===== src/rtl/ram_port_arbiter_pkg.sv =====
// ram_port_arbiter_pkg
// Shared definitions for the RAM port arbiter slice:
//   - requester ID constants (m0 = instruction fetch, m1 = load/store)
//   - FSM state type for the lock sequencer
//   - default address / data widths
package ram_port_arbiter_pkg;

    localparam int ADDR_W_DEF = 32;
    localparam int DATA_W_DEF = 32;

    localparam logic REQ_M0 = 1'b0;
    localparam logic REQ_M1 = 1'b1;

    typedef enum logic {
        ARB   = 1'b0,
        LOCK1 = 1'b1
    } arb_state_e;

endpackage


===== src/rtl/ram_port_arbiter_rr_arb2.sv =====
// rr_arb2
// Combinational two-way round-robin grant.
//   req[1:0]  in   raw requests (bit 0 = m0, bit 1 = m1)
//   last      in   requester granted most recently (REQ_M0 / REQ_M1)
//   mask[1:0] in   1 = requester may be granted this cycle
//   gnt[1:0]  out  one-hot (or zero) grant
// On a tie the requester that was not granted last wins.
module rr_arb2
    import ram_port_arbiter_pkg::*;
(
    input  logic [1:0] req,
    input  logic       last,
    input  logic [1:0] mask,
    output logic [1:0] gnt
);

    logic [1:0] eligible;

    always_comb begin
        eligible = req & mask;
        gnt      = 2'b00;
        if (eligible == 2'b11) begin
            gnt = (last == REQ_M1) ? 2'b01 : 2'b10;
        end else begin
            gnt = eligible;
        end
    end

endmodule


===== src/rtl/ram_port_arbiter.sv =====
// ram_port_arbiter
// Shares the single port of the block RAM (one-cycle registered read)
// between instruction fetch (m0) and load/store (m1).
//   clka, rsta_n              clock / asynchronous active-low reset
//   mX_req/we/addr/wdata      request side, held stable until granted
//   m1_lock                   keep the port for m1 after this access
//   mX_gnt                    combinational accept
//   mX_rvalid / mX_rdata      read response, one cycle after the transfer
//   ram_we/ram_addr/ram_din   RAM port drive
//   ram_dout                  RAM read data
module ram_port_arbiter
    import ram_port_arbiter_pkg::*;
#(
    parameter int ADDR_W = ADDR_W_DEF,
    parameter int DATA_W = DATA_W_DEF
) (
    input  logic              clka,
    input  logic              rsta_n,

    input  logic              m0_req,
    input  logic              m0_we,
    input  logic [ADDR_W-1:0] m0_addr,
    input  logic [DATA_W-1:0] m0_wdata,
    output logic              m0_gnt,
    output logic              m0_rvalid,
    output logic [DATA_W-1:0] m0_rdata,

    input  logic              m1_req,
    input  logic              m1_we,
    input  logic [ADDR_W-1:0] m1_addr,
    input  logic [DATA_W-1:0] m1_wdata,
    input  logic              m1_lock,
    output logic              m1_gnt,
    output logic              m1_rvalid,
    output logic [DATA_W-1:0] m1_rdata,

    output logic              ram_we,
    output logic [ADDR_W-1:0] ram_addr,
    output logic [DATA_W-1:0] ram_din,
    input  logic [DATA_W-1:0] ram_dout
);

    arb_state_e        state_q, state_d;
    logic              last_q, last_d;
    logic              rvalid_q, rvalid_d;
    logic              rid_q, rid_d;
    logic [ADDR_W-1:0] addr_q, addr_d;
    logic [DATA_W-1:0] din_q, din_d;

    logic [1:0]        arb_mask;
    logic [1:0]        arb_gnt;
    logic              xfer;

    // While locked, m0 is masked off only as long as m1 keeps requesting;
    // once m1 drops its request the lock is void and m0 may take the port
    // in that same cycle.
    always_comb begin
        arb_mask = 2'b11;
        if (state_q == LOCK1 && m1_req) begin
            arb_mask = 2'b10;
        end
    end

    rr_arb2 u_rr_arb2 (
        .req  ({m1_req, m0_req}),
        .last (last_q),
        .mask (arb_mask),
        .gnt  (arb_gnt)
    );

    // No grants while reset is held, so nothing reaches the RAM.
    assign m0_gnt = arb_gnt[0] & rsta_n;
    assign m1_gnt = arb_gnt[1] & rsta_n;
    assign xfer   = m0_gnt | m1_gnt;

    // RAM port mux: address/data hold their last value when idle so the
    // RAM inputs do not toggle needlessly.
    always_comb begin
        ram_we   = 1'b0;
        ram_addr = addr_q;
        ram_din  = din_q;
        if (m0_gnt) begin
            ram_we   = m0_we;
            ram_addr = m0_addr;
            ram_din  = m0_wdata;
        end else if (m1_gnt) begin
            ram_we   = m1_we;
            ram_addr = m1_addr;
            ram_din  = m1_wdata;
        end
        addr_d = ram_addr;
        din_d  = ram_din;
    end

    // Round-robin history and response tag.
    always_comb begin
        last_d   = last_q;
        rid_d    = rid_q;
        rvalid_d = xfer & ~ram_we;
        if (xfer) begin
            last_d = m1_gnt ? REQ_M1 : REQ_M0;
            rid_d  = m1_gnt ? REQ_M1 : REQ_M0;
        end
    end

    // Lock sequencer.
    always_comb begin
        state_d = state_q;
        unique case (state_q)
            ARB: begin
                if (m1_gnt && m1_lock) begin
                    state_d = LOCK1;
                end
            end
            LOCK1: begin
                if (!m1_req) begin
                    state_d = ARB;
                end else if (m1_gnt && !m1_lock) begin
                    state_d = ARB;
                end
            end
            default: state_d = ARB;
        endcase
    end

    always_ff @(posedge clka or negedge rsta_n) begin
        if (!rsta_n) begin
            state_q  <= ARB;
            last_q   <= REQ_M1;
            rvalid_q <= 1'b0;
            rid_q    <= REQ_M0;
            addr_q   <= '0;
            din_q    <= '0;
        end else begin
            state_q  <= state_d;
            last_q   <= last_d;
            rvalid_q <= rvalid_d;
            rid_q    <= rid_d;
            addr_q   <= addr_d;
            din_q    <= din_d;
        end
    end

    // The RAM registers the read itself; both requesters see its output and
    // the tag selects which one is told it is valid.
    assign m0_rvalid = rvalid_q && (rid_q == REQ_M0);
    assign m1_rvalid = rvalid_q && (rid_q == REQ_M1);
    assign m0_rdata  = ram_dout;
    assign m1_rdata  = ram_dout;

endmodule

===== config.mk =====
export PLATFORM = sky130hd
export DESIGN_NAME = ram_port_arbiter
export DESIGN_NICKNAME = d
export VERILOG_FILES = /design/src/rtl/ram_port_arbiter_pkg.sv /design/src/rtl/ram_port_arbiter_rr_arb2.sv /design/src/rtl/ram_port_arbiter.sv
export SDC_FILE = /design/constraint.sdc
export NUM_CORES = 1
export LEC_CHECK = 0
export CELL_PAD_IN_SITES_DETAIL_PLACEMENT = 1
export CELL_PAD_IN_SITES_GLOBAL_PLACEMENT = 1
export CORE_ASPECT_RATIO = 0.8
export CORE_MARGIN = 10
export CORE_UTILIZATION = 25
export CTS_BUF_LIST = sky130_fd_sc_hd__clkbuf_8
export DETAILED_ROUTE_END_ITERATION = 10
export PLACE_DENSITY = 0.87
export RECOVER_POWER = 50
export SLEW_MARGIN = 20
export SYNTH_ARGS = -nofsm -noshare
export SYNTH_HDL_FRONTEND = slang
export SYNTH_SLANG_ARGS = --single-unit

===== constraint.sdc =====
create_clock -name clka -period 2.1 [get_ports clka]
set_clock_uncertainty 0.05 [all_clocks]
set_input_delay 0.42 -clock clka [delete_from_list [all_inputs] [get_ports clka]]
set_output_delay 0.42 -clock clka [all_outputs]
set_load 0.02 [all_outputs]

==> results <==
- Global routing consumed, on the met3 layer, 6.56% of the routing resources.
- For this run, global-route usage on met1 was measured as 20.6%.
- The clock buffer count from CTS is 9.
- Sorting the synthesized cells by area gives the leading types as sky130_fd_sc_hd__dfrtp_1 40%, sky130_fd_sc_hd__buf_4 12%, sky130_fd_sc_hd__a211oi_1 11%, sky130_fd_sc_hd__a31oi_1 9.5%, sky130_fd_sc_hd__nand4_1 9.5%.
- The hold violation total from the final report is 0.
- TritonCTS built the clock tree.
- The final-report max-slew violation count is 0.
- The path type of the worst setup path is register to output pin.
- The cell family with the largest share of critical-path delay is flip-flops.
- Power spread over the standard cell area amounts to 816 mW/mm2.
- The headroom to the max-slew limit is 65.2%.
- The mean number of vias per cell is 5.61.
- The critical path starts at last_q$_DFFE_PN1P_.
- The met2 track demand over resource is 28.1%.
- The cell area that synthesis handed to floorplanning was 0.00421 mm2.
- The area added between synthesis and finish is 86.6%.
- The number of buffers added to fix hold violations after cts is 0.
- The post-route netlist has 45.7% of its cells at a drive strength greater than 1.
- The overall via count from detail_route is 5114.
- The area enclosed by the die boundary is 0.0224 mm2.
- The cell sitting at the root of the clock tree is a sky130_fd_sc_hd__clkbuf_8.
- Counting cells, the worst reg-to-reg path comes to 9.
- Along the worst path, the maximum fanout reaches 8.
- In the global route stage, overall resource usage came out at 17.2%.
- The count of buffers inserted at the top-level ports is 203.
- The slack of the critical path is -400 ps.
- The longest clock path from root to sink contains 2 buffers.
- The first-iteration detailed-routing DRC count is 350.
- The count of nets left with antenna violations once routing finished came out at 0.
- The count of buffer and inverter cells on the critical path is 3.
- The starting utilization of the core area is 25.4%.
- The global-route congestion overflow total is 0.
- The design draws 6.40 mW.
- The library cell with the largest summed area after synthesis is sky130_fd_sc_hd__dfrtp_1.
- The number of global-route vias before repair is 5194.
- Among the stages of the critical path, the cell type that occurs most often is sky130_fd_sc_hd__buf_12.
- Summed over all layers, the routed wires come to 23900 um.
- At the end of the flow, the number of nets in the layout was 854.
- The initial antenna violation count came to 0.
- Entering global routing, the biggest net connects 70 pins.
- The critical path data arrival time is 2030 ps.
- The nature of the critical path endpoint is an output pin.
- The chip width is 165 um.
- The detail-routed net length per standard cell is 26.2 um.
- A synthesized cell averages 8.95 um2.
- The endpoint identified for the worst register-to-register timing path is addr_q[7]$_DFF_PN0_.
- Before antenna repair, the detailed router went through 5 iterations.
- The required time of the critical path is 1630 ps.
- In the synthesized netlist the dominant register cell turns out to be sky130_fd_sc_hd__dfrtp_1.
- In this run the register-to-register setup slack is 170 ps.
- The leakage dissipation is 2.99 nW.
- The clock insertion delay at the later pin of the skew report is 360 ps.
- The core region is 0.0166 mm2.
- For the pin with the worst max-slew slack, the measured transition is 522 ps.
- Counting the fill cells in the layout gives 1791.
- The top-area cell type share of the netlist area is 39.9%.
- The yosys synthesis warning count is 0.
- For this run, design rule violations remaining after detail routing come to 0.
- The half-perimeter wire length of the detailed placement result is 13700 um.
- The clock transition at the register clock pins on the worst setup and hold paths after CTS is 80 ps.
- The fraction of registers with async set or reset after synthesis is 100%.
- The H-tree was split into 3 levels.
- For this design, the slowest cell found on the critical path is sky130_fd_sc_hd__dfstp_2.
- The critical path goes through and3b_4 > buf_12 > buf_12 > o21ai_0 > a31oi_1 > buf_4.
- The cell count after synthesis is 470.
- The die height is 136 um.
- The number of antenna diodes in the final layout is 0.
- The final setup violation count is 67.
- The sequential cells in the finished layout cover a total of 0.00170 mm2.
- Setup repair after global routing could not meet its margin everywhere.
- The CTS sink count is 68.
- The ratio of final minimum period to clock period is 119%.
- The final reports fail on negative setup slack.
- The most utilized layer in the global route result is met2.
- The count of flip-flops with a built-in enable after synthesis is 0.
- The worst setup path is launched from a register.
- The path class of the tightest hold or removal check is primary input to async pin.
- The smallest clock period supported by the final layout is computed as 2500 ps.
- After synthesis, the netlist uses 24 different library cells.
- The peak supply drop is 0.000355 V.
- The final cell utilization of the core is 47.4%.
- The delay of the slowest critical-path stage is 570 ps.
- The first-pass GRT wire length is 30500 um.
- The routability congestion estimate from global placement is 0.842.
- The critical path crosses 6 cells after its start point.
- 300 I/O pins were placed.
- The critical path capture point is ram_din[19].
- The number of rows in the core area is 42.
- The flow ran to the end, but the final reports show violations.
- The number of nets handed over by synthesis was 637.
- The area used by multi-input combinational logic is 0.00231 mm2.
- The startpoint identified for the worst register-to-register timing path is last_q$_DFFE_PN1P_.
- The sequential fraction of the synthesis area is 40.5%.
- In this run, synthesis produced a sequential element count of 68.
- The count of maximum capacitance violations is 0.
- Static timing analysis puts the maximum clock frequency at 0.400 GHz.
-- report_power, final --
group | total [mW] | switching (mW) | internal (mW) | leakage, nW
registers | 1.71 | 0.111 | 1.60 | 0.790
logic | 3.38 | 1.70 | 1.68 | 2.08
clock network | 1.31 | 0.569 | 0.738 | 0.120
-- cells in the mapped netlist (2+ instances only) --
cell type	n
sky130_fd_sc_hd__buf_4	68
sky130_fd_sc_hd__dfrtp_1	67
sky130_fd_sc_hd__o21ai_0	65
sky130_fd_sc_hd__a211oi_1	64
sky130_fd_sc_hd__a31oi_1	64
sky130_fd_sc_hd__nand4_1	64
sky130_fd_sc_hd__buf_2	32
sky130_fd_sc_hd__clkbuf_1	26
sky130_fd_sc_hd__a21o_1	3
sky130_fd_sc_hd__a22o_1	2
sky130_fd_sc_hd__buf_1	2
-- cell type report --
cell class / instances / area share [%]
Clock inverter: 5 / 1.05
Clock buffer: 11 / 1.93
Sequential cell: 68 / 21.7
Timing Repair Buffer: 334 / 42.3
Inverter: 1 / 0.0797
Multi-Input combinational cell: 273 / 29.4
Tap cell: 220 / 3.51
-- layout by cell type, fill, tap and decap left out, types with 9 or more instances in the layout --
master / n
sky130_fd_sc_hd__o21ai_1: 31
sky130_fd_sc_hd__clkdlybuf4s50_1: 133
sky130_fd_sc_hd__o21ai_2: 14
sky130_fd_sc_hd__a31oi_2: 39
sky130_fd_sc_hd__a31oi_1: 21
sky130_fd_sc_hd__buf_6: 9
sky130_fd_sc_hd__clkbuf_16: 9
sky130_fd_sc_hd__clkbuf_8: 11
sky130_fd_sc_hd__buf_12: 19
sky130_fd_sc_hd__nand4_1: 64
sky130_fd_sc_hd__a211oi_1: 28
sky130_fd_sc_hd__o21ai_0: 18
sky130_fd_sc_hd__a211oi_2: 35
sky130_fd_sc_hd__buf_4: 155
sky130_fd_sc_hd__dfrtp_1: 67
-- state kept, by name (all words and copies together), names as in the netlist --
name	cells
rid_q	1
din_q	32
state_q	1
last_q	1
rvalid_q	1
addr_q	32
-- cells by family (layout without fill, tap and decap cells) --
| family | count (synthesis) | after routing | share of synthesized area (%) |
|---|---|---|---|
| buf+inv | 129 | 351 | 18.5 |
| simple gates | 73 | 73 | 10.9 |
| mux | 1 | 1 | 0.268 |
| compound gates | 199 | 199 | 29.8 |
| flops | 68 | 68 | 40.5 |
-- per-stage QoR --
| step | setup WS (ps) | std cells | hold slack, ps | setup TNS [ps] | cell area, um2 |
|---|---|---|---|---|---|
| 5_1_grt | -518 | 912 | 37.4 | -27750 | 7850 |
| 3_5_place_dp | -1020 | 816 | 449 | -53540 | 6340 |
| 3_3_place_gp | -871 | 816 | 428 | -50080 | 6340 |
| 4_1_cts | -344 | 865 | 33.0 | -19750 | 6910 |
| 6_report | -400 | 912 | 45.4 | -21530 | 7850 |
| 2_1_floorplan | 79.4 | 470 | 74.4 | 0 | 4210 |
-- metal layers --
| layer | part of all wire, % | vias up |
|---|---|---|
| li1 | - | 2204 |
| met1 | 40 | 2549 |
| met2 | 47 | 297 |
| met3 | 9.8 | 64 |
| met4 | 3.5 | 0 |
| met5 | 0 | - |
-- how the worst min path moves through the flow --
| stage | startpoint | endpoint | slack (ps) | cells past startpoint |
|---|---|---|---|---|
| after floorplan | rsta_n | addr_q[0]$_DFF_PN0_ | 70 | 0 |
| after global placement | rid_q$_DFFE_PN0P_ | rid_q$_DFFE_PN0P_ | 430 | 1 |
| after detailed placement | rid_q$_DFFE_PN0P_ | rid_q$_DFFE_PN0P_ | 450 | 1 |
| after CTS | rsta_n | din_q[25]$_DFF_PN0_ | 30 | 2 |
| after global routing | rsta_n | din_q[25]$_DFF_PN0_ | 40 | 2 |
| final | rsta_n | din_q[25]$_DFF_PN0_ | 50 | 2 |
-- what timing repair did --
| action | 4_1_cts | 5_1_grt |
|---|---|---|
| resized for setup | 455 | 112 |
| gates cloned | 2 | 14 |
| endpoints found under the hold margin | 0 | 0 |
| endpoints found under the setup margin | 67 | 67 |
| pin swaps | 60 | 71 |
| buffers inserted | 31 | 33 |
-- worst reg2reg max path, cell delays in order (launching register included) --
cell                        delay (ps)
sky130_fd_sc_hd__dfstp_2           570
sky130_fd_sc_hd__buf_4             120
sky130_fd_sc_hd__nand3b_1          110
sky130_fd_sc_hd__buf_6             180
sky130_fd_sc_hd__clkbuf_16         180
sky130_fd_sc_hd__nand4_1           120
sky130_fd_sc_hd__a31oi_2           120
sky130_fd_sc_hd__buf_4             150
sky130_fd_sc_hd__buf_4             120
sky130_fd_sc_hd__buf_4             120
(Power assumes the default switching activity.)
